--- src/rtl/exe_hazard_ctrl_pkg.sv ---
// Shared types for the execute-stage hazard controller:
// forwarding select encodings and the MUL/DIV sequencing states.
package exe_hazard_ctrl_pkg;

    localparam int XLEN              = 32;
    localparam int FORWARD_SEL_WIDTH = 2;
    localparam int MD_CNT_WIDTH      = 7;

    typedef logic [FORWARD_SEL_WIDTH-1:0] fwd_sel_t;

    localparam fwd_sel_t FORWARD_SEL_EXE = 2'd0;
    localparam fwd_sel_t FORWARD_SEL_MEM = 2'd1;
    localparam fwd_sel_t FORWARD_SEL_WB  = 2'd2;

    typedef enum logic [1:0] {
        IDLE    = 2'd0,
        MD_BUSY = 2'd1,
        MD_DONE = 2'd2
    } md_state_t;

endpackage

--- src/rtl/exe_hazard_ctrl_if.sv ---
// Bundle of pipeline hazard inputs and stall/forward/MUL-DIV
// controls; master drives the pipeline side, slave is the controller.
interface exe_hazard_ctrl_if #(
    parameter int REG_ADDR_WIDTH = 5,
    parameter int CNT_WIDTH      = 32
);

    logic [REG_ADDR_WIDTH-1:0] rs1_addr_id;
    logic [REG_ADDR_WIDTH-1:0] rs2_addr_id;
    logic [REG_ADDR_WIDTH-1:0] rs1_addr_exe;
    logic [REG_ADDR_WIDTH-1:0] rs2_addr_exe;
    logic [REG_ADDR_WIDTH-1:0] rd_addr_exe;
    logic                      mem_read_exe;
    logic                      md_op_exe;
    logic [REG_ADDR_WIDTH-1:0] rd_addr_mem;
    logic                      reg_write_mem;
    logic [REG_ADDR_WIDTH-1:0] rd_addr_wb;
    logic                      reg_write_wb;
    logic                      flush;
    logic                      md_done;

    exe_hazard_ctrl_pkg::fwd_sel_t forward_a_sel;
    exe_hazard_ctrl_pkg::fwd_sel_t forward_b_sel;
    logic                      stall_pc;
    logic                      stall_id;
    logic                      stall_exe;
    logic                      bubble_exe;
    logic                      bubble_mem;
    logic                      md_start;
    logic                      md_abort;
    logic                      md_result_sel;
    logic                      md_timeout;
    logic [CNT_WIDTH-1:0]      stall_count;

    modport master (
        output rs1_addr_id, rs2_addr_id, rs1_addr_exe, rs2_addr_exe,
        output rd_addr_exe, mem_read_exe, md_op_exe,
        output rd_addr_mem, reg_write_mem, rd_addr_wb, reg_write_wb,
        output flush, md_done,
        input  forward_a_sel, forward_b_sel,
        input  stall_pc, stall_id, stall_exe, bubble_exe, bubble_mem,
        input  md_start, md_abort, md_result_sel, md_timeout, stall_count
    );

    modport slave (
        input  rs1_addr_id, rs2_addr_id, rs1_addr_exe, rs2_addr_exe,
        input  rd_addr_exe, mem_read_exe, md_op_exe,
        input  rd_addr_mem, reg_write_mem, rd_addr_wb, reg_write_wb,
        input  flush, md_done,
        output forward_a_sel, forward_b_sel,
        output stall_pc, stall_id, stall_exe, bubble_exe, bubble_mem,
        output md_start, md_abort, md_result_sel, md_timeout, stall_count
    );

endinterface

--- src/rtl/exe_hazard_ctrl_fwd_sel.sv ---
// Per-operand forwarding comparator: picks the youngest in-flight
// writer of the source register, never forwarding x0.
module exe_hazard_ctrl_fwd_sel
    import exe_hazard_ctrl_pkg::*;
#(
    parameter int REG_ADDR_WIDTH = 5
) (
    input  logic [REG_ADDR_WIDTH-1:0] i_rs_addr,
    input  logic [REG_ADDR_WIDTH-1:0] i_rd_mem,
    input  logic                      i_we_mem,
    input  logic [REG_ADDR_WIDTH-1:0] i_rd_wb,
    input  logic                      i_we_wb,
    output fwd_sel_t                  o_sel
);

    logic w_hit_mem;
    logic w_hit_wb;

    assign w_hit_mem = i_we_mem && (i_rd_mem != '0) && (i_rd_mem == i_rs_addr);
    assign w_hit_wb  = i_we_wb  && (i_rd_wb  != '0) && (i_rd_wb  == i_rs_addr);

    // MEM holds the younger result, so it wins over WB
    always_comb begin
        o_sel = FORWARD_SEL_EXE;
        if (w_hit_mem) begin
            o_sel = FORWARD_SEL_MEM;
        end else if (w_hit_wb) begin
            o_sel = FORWARD_SEL_WB;
        end
    end

endmodule

--- src/rtl/exe_hazard_ctrl.sv ---
// Execute-stage hazard controller: operand forwarding, load-use
// stalls, MUL/DIV sequencing with watchdog, and stall-cycle counter.
module exe_hazard_ctrl
    import exe_hazard_ctrl_pkg::*;
#(
    parameter int REG_ADDR_WIDTH = 5,
    parameter int CNT_WIDTH      = 32,
    parameter int MD_MAX_CYCLES  = 64
) (
    input  logic             clk,
    input  logic             rst_n,
    exe_hazard_ctrl_if.slave bus
);

    md_state_t               r_state;
    md_state_t               w_state_nxt;
    logic [MD_CNT_WIDTH-1:0] r_md_cnt;
    logic                    r_md_timeout;
    logic [CNT_WIDTH-1:0]    r_stall_count;

    fwd_sel_t w_fwd_a;
    fwd_sel_t w_fwd_b;
    logic     w_load_use;
    logic     w_wd_hit;
    logic     w_stall_pc;
    logic     w_stall_id;
    logic     w_stall_exe;
    logic     w_bubble_exe;
    logic     w_bubble_mem;
    logic     w_md_start;
    logic     w_md_abort;
    logic     w_md_result_sel;
    logic     w_timeout_set;

    exe_hazard_ctrl_fwd_sel #(
        .REG_ADDR_WIDTH (REG_ADDR_WIDTH)
    ) u_fwd_a (
        .i_rs_addr (bus.rs1_addr_exe),
        .i_rd_mem  (bus.rd_addr_mem),
        .i_we_mem  (bus.reg_write_mem),
        .i_rd_wb   (bus.rd_addr_wb),
        .i_we_wb   (bus.reg_write_wb),
        .o_sel     (w_fwd_a)
    );

    exe_hazard_ctrl_fwd_sel #(
        .REG_ADDR_WIDTH (REG_ADDR_WIDTH)
    ) u_fwd_b (
        .i_rs_addr (bus.rs2_addr_exe),
        .i_rd_mem  (bus.rd_addr_mem),
        .i_we_mem  (bus.reg_write_mem),
        .i_rd_wb   (bus.rd_addr_wb),
        .i_we_wb   (bus.reg_write_wb),
        .o_sel     (w_fwd_b)
    );

    assign w_load_use = bus.mem_read_exe && (bus.rd_addr_exe != '0) &&
                        ((bus.rd_addr_exe == bus.rs1_addr_id) ||
                         (bus.rd_addr_exe == bus.rs2_addr_id));

    // Counter holds cycles already spent waiting, so the last allowed
    // busy cycle is the one where it sits one below the limit
    assign w_wd_hit = (r_md_cnt == MD_CNT_WIDTH'(MD_MAX_CYCLES - 1));

    // Next-state and pipeline controls; everything forced low in reset
    always_comb begin
        w_state_nxt     = r_state;
        w_stall_pc      = 1'b0;
        w_stall_id      = 1'b0;
        w_stall_exe     = 1'b0;
        w_bubble_exe    = 1'b0;
        w_bubble_mem    = 1'b0;
        w_md_start      = 1'b0;
        w_md_abort      = 1'b0;
        w_md_result_sel = 1'b0;
        w_timeout_set   = 1'b0;
        if (rst_n) begin
            unique case (r_state)
                IDLE: begin
                    if (bus.flush) begin
                        w_bubble_exe = 1'b1;
                    end else if (bus.md_op_exe) begin
                        w_md_start   = 1'b1;
                        w_stall_pc   = 1'b1;
                        w_stall_id   = 1'b1;
                        w_stall_exe  = 1'b1;
                        w_bubble_mem = 1'b1;
                        w_state_nxt  = MD_BUSY;
                    end else if (w_load_use) begin
                        w_stall_pc   = 1'b1;
                        w_stall_id   = 1'b1;
                        w_bubble_exe = 1'b1;
                    end
                end
                MD_BUSY: begin
                    if (bus.flush) begin
                        w_md_abort   = 1'b1;
                        w_bubble_exe = 1'b1;
                        w_bubble_mem = 1'b1;
                        w_state_nxt  = IDLE;
                    end else if (bus.md_done) begin
                        w_stall_pc   = 1'b1;
                        w_stall_id   = 1'b1;
                        w_stall_exe  = 1'b1;
                        w_bubble_mem = 1'b1;
                        w_state_nxt  = MD_DONE;
                    end else if (w_wd_hit) begin
                        w_md_abort    = 1'b1;
                        w_bubble_mem  = 1'b1;
                        w_timeout_set = 1'b1;
                        w_state_nxt   = IDLE;
                    end else begin
                        w_stall_pc   = 1'b1;
                        w_stall_id   = 1'b1;
                        w_stall_exe  = 1'b1;
                        w_bubble_mem = 1'b1;
                    end
                end
                MD_DONE: begin
                    w_state_nxt = IDLE;
                    if (bus.flush) begin
                        w_bubble_exe = 1'b1;
                        w_bubble_mem = 1'b1;
                    end else begin
                        w_md_result_sel = 1'b1;
                    end
                end
                default: begin
                    w_state_nxt = IDLE;
                end
            endcase
        end
    end

    // State, watchdog, sticky timeout and saturating stall counter
    always_ff @(posedge clk or negedge rst_n) begin
        if (!rst_n) begin
            r_state       <= IDLE;
            r_md_cnt      <= '0;
            r_md_timeout  <= 1'b0;
            r_stall_count <= '0;
        end else begin
            r_state <= w_state_nxt;
            if (w_md_start) begin
                r_md_cnt <= '0;
            end else if (r_state == MD_BUSY) begin
                r_md_cnt <= r_md_cnt + MD_CNT_WIDTH'(1);
            end
            if (w_timeout_set) begin
                r_md_timeout <= 1'b1;
            end
            if (w_stall_pc && (r_stall_count != '1)) begin
                r_stall_count <= r_stall_count + CNT_WIDTH'(1);
            end
        end
    end

    assign bus.forward_a_sel = rst_n ? w_fwd_a : FORWARD_SEL_EXE;
    assign bus.forward_b_sel = rst_n ? w_fwd_b : FORWARD_SEL_EXE;
    assign bus.stall_pc      = w_stall_pc;
    assign bus.stall_id      = w_stall_id;
    assign bus.stall_exe     = w_stall_exe;
    assign bus.bubble_exe    = w_bubble_exe;
    assign bus.bubble_mem    = w_bubble_mem;
    assign bus.md_start      = w_md_start;
    assign bus.md_abort      = w_md_abort;
    assign bus.md_result_sel = w_md_result_sel;
    assign bus.md_timeout    = r_md_timeout;
    assign bus.stall_count   = r_stall_count;

endmodule

--- src/flat_wrapper.sv ---
// flat-port wrapper written by rule: the top's interface ports become plain ports
module exe_hazard_ctrl_flat import exe_hazard_ctrl_pkg::*;
#(
    parameter int REG_ADDR_WIDTH = 5,
    parameter int CNT_WIDTH      = 32,
    parameter int MD_MAX_CYCLES  = 64
)
  (clk, rst_n, bus_rs1_addr_id, bus_rs2_addr_id, bus_rs1_addr_exe, bus_rs2_addr_exe, bus_rd_addr_exe, bus_mem_read_exe, bus_md_op_exe, bus_rd_addr_mem, bus_reg_write_mem, bus_rd_addr_wb, bus_reg_write_wb, bus_flush, bus_md_done, bus_forward_a_sel, bus_forward_b_sel, bus_stall_pc, bus_stall_id, bus_stall_exe, bus_bubble_exe, bus_bubble_mem, bus_md_start, bus_md_abort, bus_md_result_sel, bus_md_timeout, bus_stall_count);
  exe_hazard_ctrl_if #(.REG_ADDR_WIDTH(REG_ADDR_WIDTH), .CNT_WIDTH(CNT_WIDTH)) bus_i ();
  input  logic clk;
  input  logic rst_n;
  input wire logic [$bits(bus_i.rs1_addr_id)-1:0] bus_rs1_addr_id;
  input wire logic [$bits(bus_i.rs2_addr_id)-1:0] bus_rs2_addr_id;
  input wire logic [$bits(bus_i.rs1_addr_exe)-1:0] bus_rs1_addr_exe;
  input wire logic [$bits(bus_i.rs2_addr_exe)-1:0] bus_rs2_addr_exe;
  input wire logic [$bits(bus_i.rd_addr_exe)-1:0] bus_rd_addr_exe;
  input wire logic [$bits(bus_i.mem_read_exe)-1:0] bus_mem_read_exe;
  input wire logic [$bits(bus_i.md_op_exe)-1:0] bus_md_op_exe;
  input wire logic [$bits(bus_i.rd_addr_mem)-1:0] bus_rd_addr_mem;
  input wire logic [$bits(bus_i.reg_write_mem)-1:0] bus_reg_write_mem;
  input wire logic [$bits(bus_i.rd_addr_wb)-1:0] bus_rd_addr_wb;
  input wire logic [$bits(bus_i.reg_write_wb)-1:0] bus_reg_write_wb;
  input wire logic [$bits(bus_i.flush)-1:0] bus_flush;
  input wire logic [$bits(bus_i.md_done)-1:0] bus_md_done;
  output wire logic [$bits(bus_i.forward_a_sel)-1:0] bus_forward_a_sel;
  output wire logic [$bits(bus_i.forward_b_sel)-1:0] bus_forward_b_sel;
  output wire logic [$bits(bus_i.stall_pc)-1:0] bus_stall_pc;
  output wire logic [$bits(bus_i.stall_id)-1:0] bus_stall_id;
  output wire logic [$bits(bus_i.stall_exe)-1:0] bus_stall_exe;
  output wire logic [$bits(bus_i.bubble_exe)-1:0] bus_bubble_exe;
  output wire logic [$bits(bus_i.bubble_mem)-1:0] bus_bubble_mem;
  output wire logic [$bits(bus_i.md_start)-1:0] bus_md_start;
  output wire logic [$bits(bus_i.md_abort)-1:0] bus_md_abort;
  output wire logic [$bits(bus_i.md_result_sel)-1:0] bus_md_result_sel;
  output wire logic [$bits(bus_i.md_timeout)-1:0] bus_md_timeout;
  output wire logic [$bits(bus_i.stall_count)-1:0] bus_stall_count;
  assign bus_i.rs1_addr_id = bus_rs1_addr_id;
  assign bus_i.rs2_addr_id = bus_rs2_addr_id;
  assign bus_i.rs1_addr_exe = bus_rs1_addr_exe;
  assign bus_i.rs2_addr_exe = bus_rs2_addr_exe;
  assign bus_i.rd_addr_exe = bus_rd_addr_exe;
  assign bus_i.mem_read_exe = bus_mem_read_exe;
  assign bus_i.md_op_exe = bus_md_op_exe;
  assign bus_i.rd_addr_mem = bus_rd_addr_mem;
  assign bus_i.reg_write_mem = bus_reg_write_mem;
  assign bus_i.rd_addr_wb = bus_rd_addr_wb;
  assign bus_i.reg_write_wb = bus_reg_write_wb;
  assign bus_i.flush = bus_flush;
  assign bus_i.md_done = bus_md_done;
  assign bus_forward_a_sel = bus_i.forward_a_sel;
  assign bus_forward_b_sel = bus_i.forward_b_sel;
  assign bus_stall_pc = bus_i.stall_pc;
  assign bus_stall_id = bus_i.stall_id;
  assign bus_stall_exe = bus_i.stall_exe;
  assign bus_bubble_exe = bus_i.bubble_exe;
  assign bus_bubble_mem = bus_i.bubble_mem;
  assign bus_md_start = bus_i.md_start;
  assign bus_md_abort = bus_i.md_abort;
  assign bus_md_result_sel = bus_i.md_result_sel;
  assign bus_md_timeout = bus_i.md_timeout;
  assign bus_stall_count = bus_i.stall_count;
  exe_hazard_ctrl #(.REG_ADDR_WIDTH(REG_ADDR_WIDTH), .CNT_WIDTH(CNT_WIDTH), .MD_MAX_CYCLES(MD_MAX_CYCLES)) u_core (.clk(clk), .rst_n(rst_n), .bus(bus_i));
endmodule
--- config.mk ---
export PLATFORM = sky130hd
export DESIGN_NAME = exe_hazard_ctrl_flat
export DESIGN_NICKNAME = d
export VERILOG_FILES = /design/src/rtl/exe_hazard_ctrl_pkg.sv /design/src/rtl/exe_hazard_ctrl_if.sv /design/src/rtl/exe_hazard_ctrl_fwd_sel.sv /design/src/rtl/exe_hazard_ctrl.sv /design/src/flat_wrapper.sv
export SDC_FILE = /design/constraint.sdc
export NUM_CORES = 1
export LEC_CHECK = 0
export BUFFER_PORTS_ARGS = -buffer_cell sky130_fd_sc_hd__clkbuf_2
export CAP_MARGIN = 20
export CORE_ASPECT_RATIO = 1.75
export CORE_UTILIZATION = 35
export DETAILED_ROUTE_END_ITERATION = 7
export SYNTH_ARGS = -nofsm -noshare
export SYNTH_HDL_FRONTEND = slang
export SYNTH_SLANG_ARGS = --single-unit
--- constraint.sdc ---
create_clock -name clk -period 5.8 [get_ports clk]
set_clock_uncertainty 0.1 [all_clocks]
set_input_delay 0.87 -clock clk [delete_from_list [all_inputs] [get_ports clk]]
set_output_delay 0.87 -clock clk [all_outputs]
set_load 0.01 [all_outputs]
Word level (Yosys, flattened, before mapping):

Cells that the tools add are included.

* output and inout bits: 45
* input port bits: 43
* register bits after elaboration: 42
* word-level logic and storage cells: 82
* ROM bits: 0
* bits in latches: 0
* RAM bits: 0
* memories: 0

* add/sub/neg operators: 2
* order comparisons: 0
* bitwise gates (word level): 0
* div/mod/pow operators: 0
* multiply operators: 0
* muxes and demuxes: 46
* reductions and logical operators: 17
* eq/ne operators: 13
* shift operators: 0

Operators by type and width (number)
* 32-bit by 1-bit adder with 32-bit output (second input constant): 1
* 32-bit inequality test (second input constant): 1
* 5-bit equality test: 6
* 1-bit two-way mux: 28
* 2-bit two-way mux: 11
* 5-bit nonzero test: 3
* 7-bit two-way mux: 2
* 1-bit logical AND: 9
* 7-bit by 1-bit adder with 7-bit output (second input constant): 1
* 7-bit by 6-bit equality test with 1-bit output (second input constant): 1
* 1-bit case mux with 2 select lines: 3
* 2-bit inequality test (second input constant): 2
* 4-bit by 3-bit inequality test with 1-bit output (second input constant): 1
* 2-bit case mux with 2 select lines: 1
* 4-bit AND reduction: 1
* 1-bit case mux with 3 select lines: 1
* 2-bit by 1-bit equality test with 1-bit output (second input constant): 1
* 2-bit equality test (second input constant): 1
* 2-bit logical NOT: 1
* 2-bit nonzero test: 1
* 2-bit OR reduction: 1
* 1-bit logical OR: 1

Depth between registers and ports, before layout:

* depth in word-level cells: 9
* mapped depth: 9
* gate-level depth less buffers: 7

Hierarchy:

A second synthesis with hierarchy kept.

* cells, all modules: 282
* area total of the unflattened synthesis: 2701.3 µm²

Modules (own cells, without submodules)
* exe_hazard_ctrl: area an instance 2383.5 µm², seq. area each 1051.0 µm², cells each 240, instances 1
* exe_hazard_ctrl_fwd_sel: area an instance 158.9 µm², seq. area each 0.0 µm², cells each 21, instances 2

Worst setup path before layout:

Ideal clock, no wire load.

* kind: input to output
* from: input port bus_rd_addr_mem[0]
* to: output port bus_forward_a_sel[1]
* slack: 2.718 ns
* data required time: 4.830 ns
* path buffers: 0
* stages: 4
* arrival: 2.112 ns
* path through: or4_1 > o21ai_0 > nor4_1 > nor4_1

* longest elaborated chain between the ends: 5
* elaborated cells between the ends (all ways): 6
* classes of those cells: eq/ne (1); mux (2); reduce/logical (3)

RTL lines
* start: declaration: RTL line flat_wrapper.sv:19 `input wire logic [$bits(bus_i.rd_addr_mem)-1:0] bus_rd_addr_mem;`
* 5-bit nonzero test: RTL line exe_hazard_ctrl_fwd_sel.sv:19 `assign w_hit_mem = i_we_mem && (i_rd_mem != '0) && (i_rd_mem == i_rs_addr);`
* 1-bit logical AND: RTL line exe_hazard_ctrl_fwd_sel.sv:19
* 1-bit logical AND (*): RTL line exe_hazard_ctrl_fwd_sel.sv:19
* 2-bit two-way mux (*): RTL line exe_hazard_ctrl_fwd_sel.sv:25 `if (w_hit_mem) begin`
* 2-bit two-way mux (*): RTL line exe_hazard_ctrl.sv:158 `assign bus.forward_a_sel = rst_n ? w_fwd_a : FORWARD_SEL_EXE;`
* end: declaration: RTL line flat_wrapper.sv:25 `output wire logic [$bits(bus_i.forward_a_sel)-1:0] bus_forward_a_sel;`

Every way passes the cells marked *; elsewhere a longest branch is shown, timed or not.

Worst setup path in the final report:

* from: input port rst_n
* to: output port bus_stall_pc

* longest elaborated chain between the ends: 1

RTL lines
* start: declaration: RTL line flat_wrapper.sv:11 `input logic rst_n;`
* 1-bit two-way mux: RTL line exe_hazard_ctrl.sv:77 `if (rst_n) begin`
* end: declaration: RTL line flat_wrapper.sv:27 `output wire logic [$bits(bus_i.stall_pc)-1:0] bus_stall_pc;`

Every way passes these cells.

==> impl_metrics.tcl <==
set metrics [dict create \
    synth_edf_count 0 \
    placed_area_um2 3180 \
    synth.avg_cell_area_um2 10.1 \
    seq_area_um2 1050 \
    drive_gt1_frac 0.310 \
    clk_pin_slew_worst_paths_ns 0.06 \
    area_delta_synth_final_pct 24.6 \
    rsz0062_at_grt "false" \
    r2r_setup_slack_ns 3.40 \
    row_count 41 \
    multiInputGateArea_um2 1540 \
    insertion_delay_ns 0.29 \
    leakage_nw 1.62 \
    routabilityCongestion 0.802 \
    die_height_um 118 \
    end_kind "output port" \
    antenna_cells 0 \
    max_freq_ghz 0.288 \
    holdPathStages 1 \
    worstHoldStart "u_core.bus.stall_count[10]$_DFFE_PN0P_" \
    r2r_end "u_core.bus.stall_count[1]$_DFFE_PN0P_" \
    min_to "u_core.bus.stall_count[10]$_DFFE_PN0P_" \
    tightest_slew_ns 0.533 \
    period_minus_slack_ns 3.47 \
    place_hpwl_mm 5.01 \
    whs_ns 0.400 \
    cts_sinks 42 \
    numCtsBuffers 5 \
    totalWireLength_mm 6.54 \
    final_common_cell "clkbuf_2" \
    ctsResizeCount 0 \
    num_vias 2341 \
    ioPinCount 88 \
    overflow 0 \
    drtPass1Iterations 4 \
    syn_area_um2 2680 \
    drt-initial-drc-count 82 \
    fp.coreArea_um2 7340 \
    cts_tree "done" \
    die_area_um2 8030 \
    final-setup-viol-count 0 \
    final_area_um2 3340 \
    regToRegStartpoint "u_core.bus.stall_count[0]$_DFFE_PN0P_" \
    grt_pass1_vias 2246 \
    ys_async_sr_fraction 1.00 \
    status "finished, final reports clean" \
    nNetsFinal 403 \
    post-route-drc-count 0 \
    slew_headroom 0.645 \
    htreeDepth 2 \
    syn_inst 266 \
    final_cell_mix "clkbuf_2 (87), dfrtp_1 (42), xnor2_1 (37)" \
    cts.path.max_buffers 2 \
    initial_utilization 0.366 \
    synth-warning-count 0 \
    drv_cap 0 \
    grt_usage 0.172 \
    numPortBuffers 87 \
    hold_class "register to register" \
    antenna_found_initial 0 \
    drt.antenna.violating_nets 0 \
    irDropWorstVdd_uv 204 \
    synth.ff_latch_count 42 \
    die_w_um 68.2 \
    worstSetupPathType "primary input to output port" \
    crit_required_ns 4.83 \
    totalPowerFinal_mw 0.980 \
    grt_max_degree 34 \
    powerDensity_nw_per_um2 293 \
    tns_ns 0 \
    critPathMaxFanout 33 \
    yosysSeqAreaShare 0.392 \
    hold_buffers 0 \
    synth_cell_types 47 \
    cts-root-buf "clkbuf_16" \
    syn_nets 315 \
    post_cts_buffers 0 \
    hold_viol 0 \
    startpoint_type "primary input" \
    grt_pass1_wl_mm 10.4 \
    drv_slew 0 \
    wl_per_cell_um 14.8 \
    reg2regPathDepth 6 \
    vias_per_cell 5.31 \
    min_period_over_period 0.599 \
    crit_arrival_ns 2.50 \
    ys.flop_type "dfrtp_1" \
    fill_cells 723 \
]
synth_stat cells, types with 3 or more instances:
master / instances / area [um^2]
a21oi_1: 4 / 20.0
and2_1: 5 / 31.3
and3_1: 16 / 100
and4_1: 5 / 43.8
buf_2: 3 / 15.0
buf_6: 4 / 45.0
dfrtp_1: 42 / 1050
ha_1: 6 / 75.1
inv_1: 6 / 22.5
nand2_1: 10 / 37.5
nand3_1: 19 / 95.1
nand4_1: 17 / 106
nor2_1: 11 / 41.3
nor2b_1: 3 / 18.8
nor3_1: 4 / 20.0
nor4_1: 6 / 37.5
o21ai_0: 6 / 30.0
or4_1: 5 / 37.5
xnor2_1: 37 / 324
xor2_1: 28 / 245
flip-flops by register name, summed over array words and instances, names as in the netlist:
signal	flops
u_core.r_md_cnt	7
u_core.bus.md_timeout	1
u_core.r_state	2
u_core.bus.stall_count	32
worst max-delay path by stage:
stage	startpoint	to	cells past startpoint
floorplan	bus_rd_addr_mem[0]	bus_forward_a_sel[1]	4
finish	rst_n	bus_stall_pc	6
global placement	rst_n	bus_stall_pc	6
global route	rst_n	bus_stall_pc	6
CTS	rst_n	bus_stall_pc	6
detailed placement	rst_n	bus_stall_pc	6
cells by family after synthesis:
group | Yosys count | share of synthesized area
compound gates | 21 | 0.0620
xor+xnor | 65 | 0.212
fa+ha+maj | 6 | 0.0280
buf+inv | 15 | 0.0350
flops | 42 | 0.392
mux | 2 | 0.00793
simple gates | 115 | 0.263
layout make-up:
cell class,count,share of cell area
Clock buffer,8,0.0498
Inverter,6,0.00674
Multi-Input combinational cell,209,0.460
Sequential cell,42,0.314
Tap cell,86,0.0322
Timing Repair Buffer,90,0.137
critical path, stage by stage:
cell and delay [ns]:
clkbuf_2 0.42, and3_1 0.50, a21oi_4 0.07, o41ai_4 0.06
buf_4 0.37, clkbuf_2 0.20
power by group:
part           total (mW)  internal (mW)  switching [mW]
clock network       0.311          0.195           0.116
logic               0.275          0.120           0.155
registers           0.394          0.337          0.0571
total               0.980          0.652           0.328
per-stage QoR:
stage	setup slack, ns	instances	util
floorplan	2.72	266	-
global placement	2.34	433	0.433
detailed placement	2.30	433	0.433
CTS	2.28	441	0.456
global route	2.15	441	0.456
finish	2.33	441	0.456
layer usage:
layer	GRT usage	routed length [um]
met2	0.306	3580
met3	0.0339	322
met4	0.0690	162
met1	0.187	2470
met5	0	0
Note: power is estimated with default switching activity, not from simulation.
